$ cat src/rtl/block_transfer_engine.sv
// Miss-service engine: writes a dirty victim block back to main memory word by
// word, then reads the refill block and streams it into the cache data array.
module block_transfer_engine #(
    parameter int  DATA_W   = 32,
    parameter int  BLK_W    = 8,
    parameter int  WORDS    = 16,
    parameter int  MAX_WAIT = 64,
    localparam int IDX_W    = $clog2(WORDS)
) (
    input  logic                   clk,
    input  logic                   rst_n,
    input  logic                   req_valid,
    output logic                   req_ready,
    input  logic                   req_wb,
    input  logic [BLK_W-1:0]       req_wb_blk,
    input  logic [BLK_W-1:0]       req_fill_blk,
    output logic [IDX_W-1:0]       wb_word_idx,
    input  logic [DATA_W-1:0]      wb_word,
    output logic                   fill_valid,
    output logic [IDX_W-1:0]       fill_word_idx,
    output logic [DATA_W-1:0]      fill_word,
    output logic                   done,
    output logic                   err,
    output logic                   mem_req,
    output logic                   mem_we,
    output logic [BLK_W+IDX_W-1:0] mem_addr,
    output logic [DATA_W-1:0]      mem_wdata,
    input  logic [DATA_W-1:0]      mem_rdata,
    input  logic                   mem_ack,
    output logic [15:0]            xfer_cnt
);

    localparam int                WAIT_W   = $clog2(MAX_WAIT + 1);
    localparam logic [IDX_W-1:0]  LAST_IDX = IDX_W'(WORDS - 1);
    localparam logic [WAIT_W-1:0] WAIT_LIM = WAIT_W'(MAX_WAIT);

    typedef enum logic [1:0] {IDLE, WB, FILL, DONE} state_t;

    state_t            state, state_next;
    logic [IDX_W-1:0]  idx;
    logic [WAIT_W-1:0] wait_cnt;
    logic [BLK_W-1:0]  wb_blk;
    logic [BLK_W-1:0]  fill_blk;
    logic              timed_out;
    logic              last_word;
    logic              beat_ack;

    // wait_cnt only moves during a beat, so the limit compare needs no state qualifier.
    assign timed_out = (wait_cnt == WAIT_LIM);
    assign last_word = (idx == LAST_IDX);
    assign beat_ack  = mem_req && mem_ack;

    always_comb begin
        state_next  = state;
        req_ready   = 1'b0;
        mem_req     = 1'b0;
        mem_we      = 1'b0;
        mem_addr    = '0;
        mem_wdata   = '0;
        wb_word_idx = '0;
        done        = 1'b0;
        err         = 1'b0;
        case (state)
            IDLE: begin
                req_ready = 1'b1;
                if (req_valid) begin
                    state_next = req_wb ? WB : FILL;
                end
            end
            WB: begin
                if (timed_out) begin
                    err        = 1'b1;
                    state_next = IDLE;
                end else begin
                    mem_req     = 1'b1;
                    mem_we      = 1'b1;
                    mem_addr    = {wb_blk, idx};
                    wb_word_idx = idx;
                    mem_wdata   = wb_word;
                    if (mem_ack && last_word) begin
                        state_next = FILL;
                    end
                end
            end
            FILL: begin
                if (timed_out) begin
                    err        = 1'b1;
                    state_next = IDLE;
                end else begin
                    mem_req  = 1'b1;
                    mem_addr = {fill_blk, idx};
                    if (mem_ack && last_word) begin
                        state_next = DONE;
                    end
                end
            end
            DONE: begin
                done       = 1'b1;
                state_next = IDLE;
            end
            default: state_next = IDLE;
        endcase
    end

    always_ff @(posedge clk or negedge rst_n) begin
        if (!rst_n) begin
            state         <= IDLE;
            idx           <= '0;
            wait_cnt      <= '0;
            wb_blk        <= '0;
            fill_blk      <= '0;
            fill_valid    <= 1'b0;
            fill_word_idx <= '0;
            fill_word     <= '0;
            xfer_cnt      <= '0;
        end else begin
            state      <= state_next;
            fill_valid <= 1'b0;
            if (req_valid && req_ready) begin
                wb_blk   <= req_wb_blk;
                fill_blk <= req_fill_blk;
                idx      <= '0;
            end
            // idx wraps to 0 after the last word, which starts the fill at word 0.
            if (beat_ack) begin
                idx      <= idx + IDX_W'(1);
                wait_cnt <= '0;
                if (state == FILL) begin
                    fill_valid    <= 1'b1;
                    fill_word     <= mem_rdata;
                    fill_word_idx <= idx;
                end
            end else if (mem_req) begin
                wait_cnt <= wait_cnt + WAIT_W'(1);
            end else begin
                wait_cnt <= '0;
            end
            if (state == DONE && xfer_cnt != 16'hFFFF) begin
                xfer_cnt <= xfer_cnt + 16'd1;
            end
        end
    end

endmodule

$ cat config.mk
export PLATFORM = sky130hd
export DESIGN_NAME = block_transfer_engine
export DESIGN_NICKNAME = d
export VERILOG_FILES = /design/src/rtl/block_transfer_engine.sv
export SDC_FILE = /design/constraint.sdc
export NUM_CORES = 1
export LEC_CHECK = 0
export ABC_AREA = 1
export ABC_CLOCK_PERIOD_IN_PS = 4000
export CAP_MARGIN = 30
export CELL_PAD_IN_SITES_DETAIL_PLACEMENT = 1
export CELL_PAD_IN_SITES_GLOBAL_PLACEMENT = 1
export CORE_MARGIN = 2
export CORE_UTILIZATION = 32
export DETAILED_ROUTE_END_ITERATION = 7
export GPL_TIMING_DRIVEN = 0
export HOLD_SLACK_MARGIN = 0.02
export PLACE_DENSITY_LB_ADDON = 0.1
export SLEW_MARGIN = 20
export SYNTH_ARGS = -nofsm -noshare
export SYNTH_HDL_FRONTEND = slang
export SYNTH_SLANG_ARGS = --single-unit
$ cat constraint.sdc
create_clock -name clk -period 4 [get_ports clk]
set_input_delay 1 -clock clk [delete_from_list [all_inputs] [get_ports clk]]
set_output_delay 1 -clock clk [all_outputs]
set_load 0.1 [all_outputs]
After elaboration in Yosys (flattened, before gate mapping)
Index checks and enable logic that the tools add are counted.
{ "totals": {"wordCells": 57, "inputBits": 85, "out_inout_bits": 106, "ff_bits": 82} }
{ "classes": {"addsub": 3, "eq_ne": 9, "reduce_logical": 9, "n_mux": 27} }
{ "ops": {"columns": ["operator", "count"], "rows": [
  ["32-bit two-way mux", 2],
  ["12-bit two-way mux", 2],
  ["12-bit case mux with 2 select lines", 1],
  ["16-bit by 1-bit adder with 16-bit output, second input constant", 1],
  ["4-bit two-way mux", 4],
  ["16-bit != test, second input constant", 1],
  ["7-bit two-way mux", 2],
  ["2-bit two-way mux", 6],
  ["1-bit two-way mux", 9],
  ["2-bit case mux with 4 select lines", 1],
  ["7-bit by 1-bit adder with 7-bit output, second input constant", 1],
  ["7-bit == test, second input constant", 1],
  ["3-bit != test, second input constant", 2],
  ["4-bit by 1-bit adder with 4-bit output, second input constant", 1],
  ["2-bit == test, second input constant", 2],
  ["4-bit == test, second input constant", 1],
  ["1-bit logical AND", 4],
  ["3-bit AND reduction", 1],
  ["2-bit by 1-bit == test with 1-bit output, second input constant", 1],
  ["2-bit zero test", 1],
  ["2-bit != test, second input constant", 1],
  ["2-bit AND reduction", 1],
  ["2-bit nonzero test", 1],
  ["2-bit OR reduction", 1]
]} }

Longest topological paths before layout
Gate-level depths: netlist of the first run.
{ "logic_depth": {"ltp_word": 5, "mapped_depth": 12} }

Least setup slack after synthesis of the first run
Ideal clock, no wire load.
{ "synth_path": {"path_type": "register -> output", "start": "register wait_cnt[0]", "end": "output port mem_addr[10]", "t_required_ns": 3.000, "path_stages_with_launch": 10, "slack_ns": 0.057, "arrival_ns": 2.943, "path_cell_list": "dfrtp_1 inv_1 ha_1 nand2_1 inv_1 nand3_4 nand2_2 inv_2 nand2_1 a21oi_1"} }
{ "synth_via": {"elab_chain_cells": 3, "elab_cells_between_ends": 4} }
{ "synth_rtl": {"columns": ["element", "line_no", "rtl"], "rows": [
  ["start, declared", "41", "logic [WAIT_W-1:0] wait_cnt;"],
  ["start signal, assigned", "134", "wait_cnt <= wait_cnt + WAIT_W'(1);"],
  ["7-bit == test (*)", "49", "assign timed_out = (wait_cnt == WAIT_LIM);"],
  ["12-bit two-way mux (on tied branches)", "86, 71", null],
  ["12-bit case mux with 2 select lines (*)", "63", "case (state)"],
  ["end, declared", "26", "output logic [BLK_W+IDX_W-1:0] mem_addr,"]
]} }
Every way passes the cells marked *; elsewhere a longest branch is shown, timed or not.

Worst setup path after layout of the first run
{ "layout_path": {"start": "register state[1]", "end": "output port err"} }
{ "layout_via": {"elab_chain_cells": 3, "elab_cells_between_ends": 4} }
{ "layout_rtl": {"columns": ["element", "line_no", "rtl"], "rows": [
  ["start, declared", "39", "state_t state, state_next;"],
  ["start signal, assigned", "117", "state <= state_next;"],
  ["2-bit == test or 2-bit by 1-bit == test with 1-bit output (tied branches)", "63", null],
  ["2-bit OR reduction (no line) (*)", null, null],
  ["1-bit two-way mux (*)", null, null],
  ["end, declared", "23", "output logic err,"]
]} }
Marks and branches as above.

==> results of run 1 <==
[report_power, final]
group / leakage [uW] / total, uW / internal (uW) / switching [uW]
Combinational: 0.00249 / 4000 / 927 / 3070
Sequential: 0.00106 / 1310 / 1120 / 190
Clock: 0.000136 / 818 / 482 / 337
Total: 0.00368 / 6130 / 2530 / 3600
[logic make-up after synthesis]
kind of cell             Yosys count
AO/OA/AOI/OAI                     24
adder cells (fa/ha/maj)            9
XOR/XNOR                          11
buffers and inverters             79
AND/OR/NAND/NOR                  307
multiplexers                      16
flip-flops                        82
[synth_stat cells, types with 2 or more instances]
master / count / area (sq um)
a21oi_1: 8 / 40.0
buf_2: 6 / 30.0
buf_4: 2 / 15.0
buf_6: 3 / 33.8
buf_8: 2 / 30.0
dfrtp_1: 82 / 2050
ha_1: 9 / 113
inv_1: 60 / 225
inv_2: 4 / 15.0
mux2_2: 16 / 180
nand2_1: 203 / 762
nand2_2: 2 / 12.5
nand2_4: 3 / 33.8
nand3_1: 15 / 75.1
nand4_1: 10 / 62.6
nor2_1: 64 / 240
nor2_2: 3 / 18.8
o21ai_0: 10 / 50.1
o21ai_1: 4 / 20.0
xnor2_1: 7 / 61.3
xor2_1: 4 / 35.0
[worst max-delay path, delay by kind of cell (launching register included)]
| kind | cells | cell delay [ns] |
|---|---|---|
| AND/OR/NAND/NOR | 1 | 0.19 |
| buffers and inverters | 3 | 1.55 |
| flip-flops | 1 | 0.40 |
| adder cells (fa/ha/maj) | 1 | 0.38 |
[worst paths after layout]
kind,end,start,cells after the start
min reg2reg,fill_word[18],fill_word[18],2
max,err,state[1],5
min,fill_word[18],fill_word[18],2
min in group asynchronous,fill_word[8],rst_n,1
max reg2reg,idx[3],state[0],6
max in group asynchronous,xfer_cnt[4],rst_n,2
[layer usage]
metal  vias to the layer above  track usage, %  share of wire [%]
met1                      1973            22.4                 41
met3                        17            8.14                9.1
li1                       2016               -                  -
met4                         0            5.88                1.5
met5                         -               0                  0
met2                       151            34.4                 49
[flip-flops by register name (all words and copies together) (netlist names)]
| name | flops |
|---|---|
| xfer_cnt | 16 |
| idx | 4 |
| wb_blk | 8 |
| fill_blk | 8 |
| state | 2 |
| fill_word | 32 |
| fill_word_idx | 4 |
| wait_cnt | 7 |
| fill_valid | 1 |
[layout make-up]
cell class	instances	share of cell area, %
Buffer	13	1.62
Inverter	66	3.72
Timing Repair Buffer	192	29.9
Clock buffer	11	3.46
Tap cell	172	3.20
Clock inverter	5	0.817
Multi-Input combinational cell	367	26.9
Sequential cell	82	30.5
[per-stage QoR]
stage / worst slack, ns / setup TNS [ns] / cells / total power (uW)
2_1_floorplan: 0.0573 / 0 / 528 / 4330
3_3_place_gp: -1.18 / -95.85 / 890 / 5270
3_5_place_dp: 0.198 / 0 / 891 / 5350
4_1_cts: 0.00793 / 0 / 907 / 6180
5_1_grt: -0.0230 / -0.0230 / 908 / 6430
6_report: 0.139 / 0 / 908 / 6130
[repair_timing]
action                                  CTS  global route
gates cloned                              0             0
resized for setup                        12            29
setup buffers                             0             0
endpoints found under the setup margin   12            29
pin swaps                                 0             0
==> impl_metrics.ini, run 1 <==
[status]
run_status = completed

[drt]
routed-via-count = 4157
dr.pass1.iters = 5
wl_per_cell_um = 15.0
wirelength_um = 13600
drcViolationCount = 0
drtIter0Drc = 112
final_antenna_net_count = 0
viasPerCell = 4.58

[synthesis]
yosysSeqAreaShare_pct = 48.6
ys.flop_type = dfrtp_1
synth_cell_types = 32
syn-num-nets = 622
syn_area_per_cell_sq_um = 7.99
synth_compound_area_share_pct = 2.99
postSynthCellCount = 528
synth-adder-area-share_pct = 2.67
synth-edff-count = 0
ys_ff_latch = 82
synthMuxAreaShare_pct = 4.27
syn-cell-area_sq_um = 4220
async_reset_ff_share_pct = 100
synth_xor_xnor_area_share_pct = 2.28
yosysWarnings = 0
synth_top_family_by_area = simple AND/OR/NAND/NOR gates
synthSimpleGateAreaFrac_pct = 30.7

[global_routing]
grt_first_pass_wirelength_um = 22600
track_usage_pct = 19.9
grt_pass1_vias = 4598
grt_max_degree = 54
overflow = 0
antenna_found_initial = 0

[sta]
whs_ns = 0.474
setup-violations-final = 0
worstMarginPinSlew_ns = 1.01
slew-limit-headroom_pct = 32.6
max_freq_ghz = 0.259
clock_skew_ns = 0.00968
maxSlewViolCount = 0
min_period_over_period_pct = 96.5
min_period_ns = 3.86
final-hold-violation-count = 0

[cts]
tritoncts = done
clockBufferDepth = 2
root_buffer = clkbuf_16
cts_inserted_buffers = 9
clk_pin_slew_worst_paths_ns = 0.06
htree_levels = 3
clock_sinks = 82
ctsHoldBuffers = 0
worst_skew_pair.late_latency_ns = 0.35

[cells_and_area]
nNetsFinal = 825
area_delta_synth_final_pct = 59.6
post-route-util_pct = 52.7
fill_cells = 1547
design_area_sq_um = 6740
drive_gt1_share_pct = 8.83
layout_commonest_cell = nand2_1
multi_input_area_sq_um = 1810
regArea_sq_um = 2050
final_cell_mix = 203 x nand2_1, 148 x clkdlybuf4s50_1, 82 x dfrtp_1, 64 x nor2_1, 60 x inv_1
diodes = 0

[power]
peakVddDrop_mv = 0.687
p_per_area_nw_per_um2 = 910
p_leak_uw = 0.00368

[worst_setup_path]
cpPeakStageDelay_ns = 1.15
setup.worst_path.end_class = primary output
cp-start-kind = flip-flop
crit_path_cell_trace = inv_1, ha_1, clkinv_1, nor2_1, clkdlybuf4s50_1
cp_slowest_cell = clkdlybuf4s50_1
worstPathArrival_ns = 2.86
cp.required_ns = 3.00
worstPathMaxFanout = 9
path_class = reg2out
r2r_slack_ns = 2.15

[floorplan]
pin_count = 191
fp-row-count = 41
start_util_pct = 33.0
die_area_sq_um = 14100
core_area_sq_um = 12800
die_w_um = 119
die_h_um = 119

[flow_run]
maxCapViolations = 0

[placement]
hpwl_um = 10500
routabilityCongestion = 0.805
port_buffers = 190
placed_area_sq_um = 6360

[hold_path]
worst_hold_path_type = reg2reg
Power figures use the tool's default switching activity.
==> run 2, diff against run 1 <==
--- a/config.mk
+++ b/config.mk
@@ -6,7 +6,6 @@
 export NUM_CORES = 1
 export LEC_CHECK = 0
 export ABC_AREA = 1
-export ABC_CLOCK_PERIOD_IN_PS = 4000
 export CAP_MARGIN = 30
 export CELL_PAD_IN_SITES_DETAIL_PLACEMENT = 1
 export CELL_PAD_IN_SITES_GLOBAL_PLACEMENT = 1
==> results of run 2 <==
The final DEF is identical to that of run 1; final timing and power are the same.
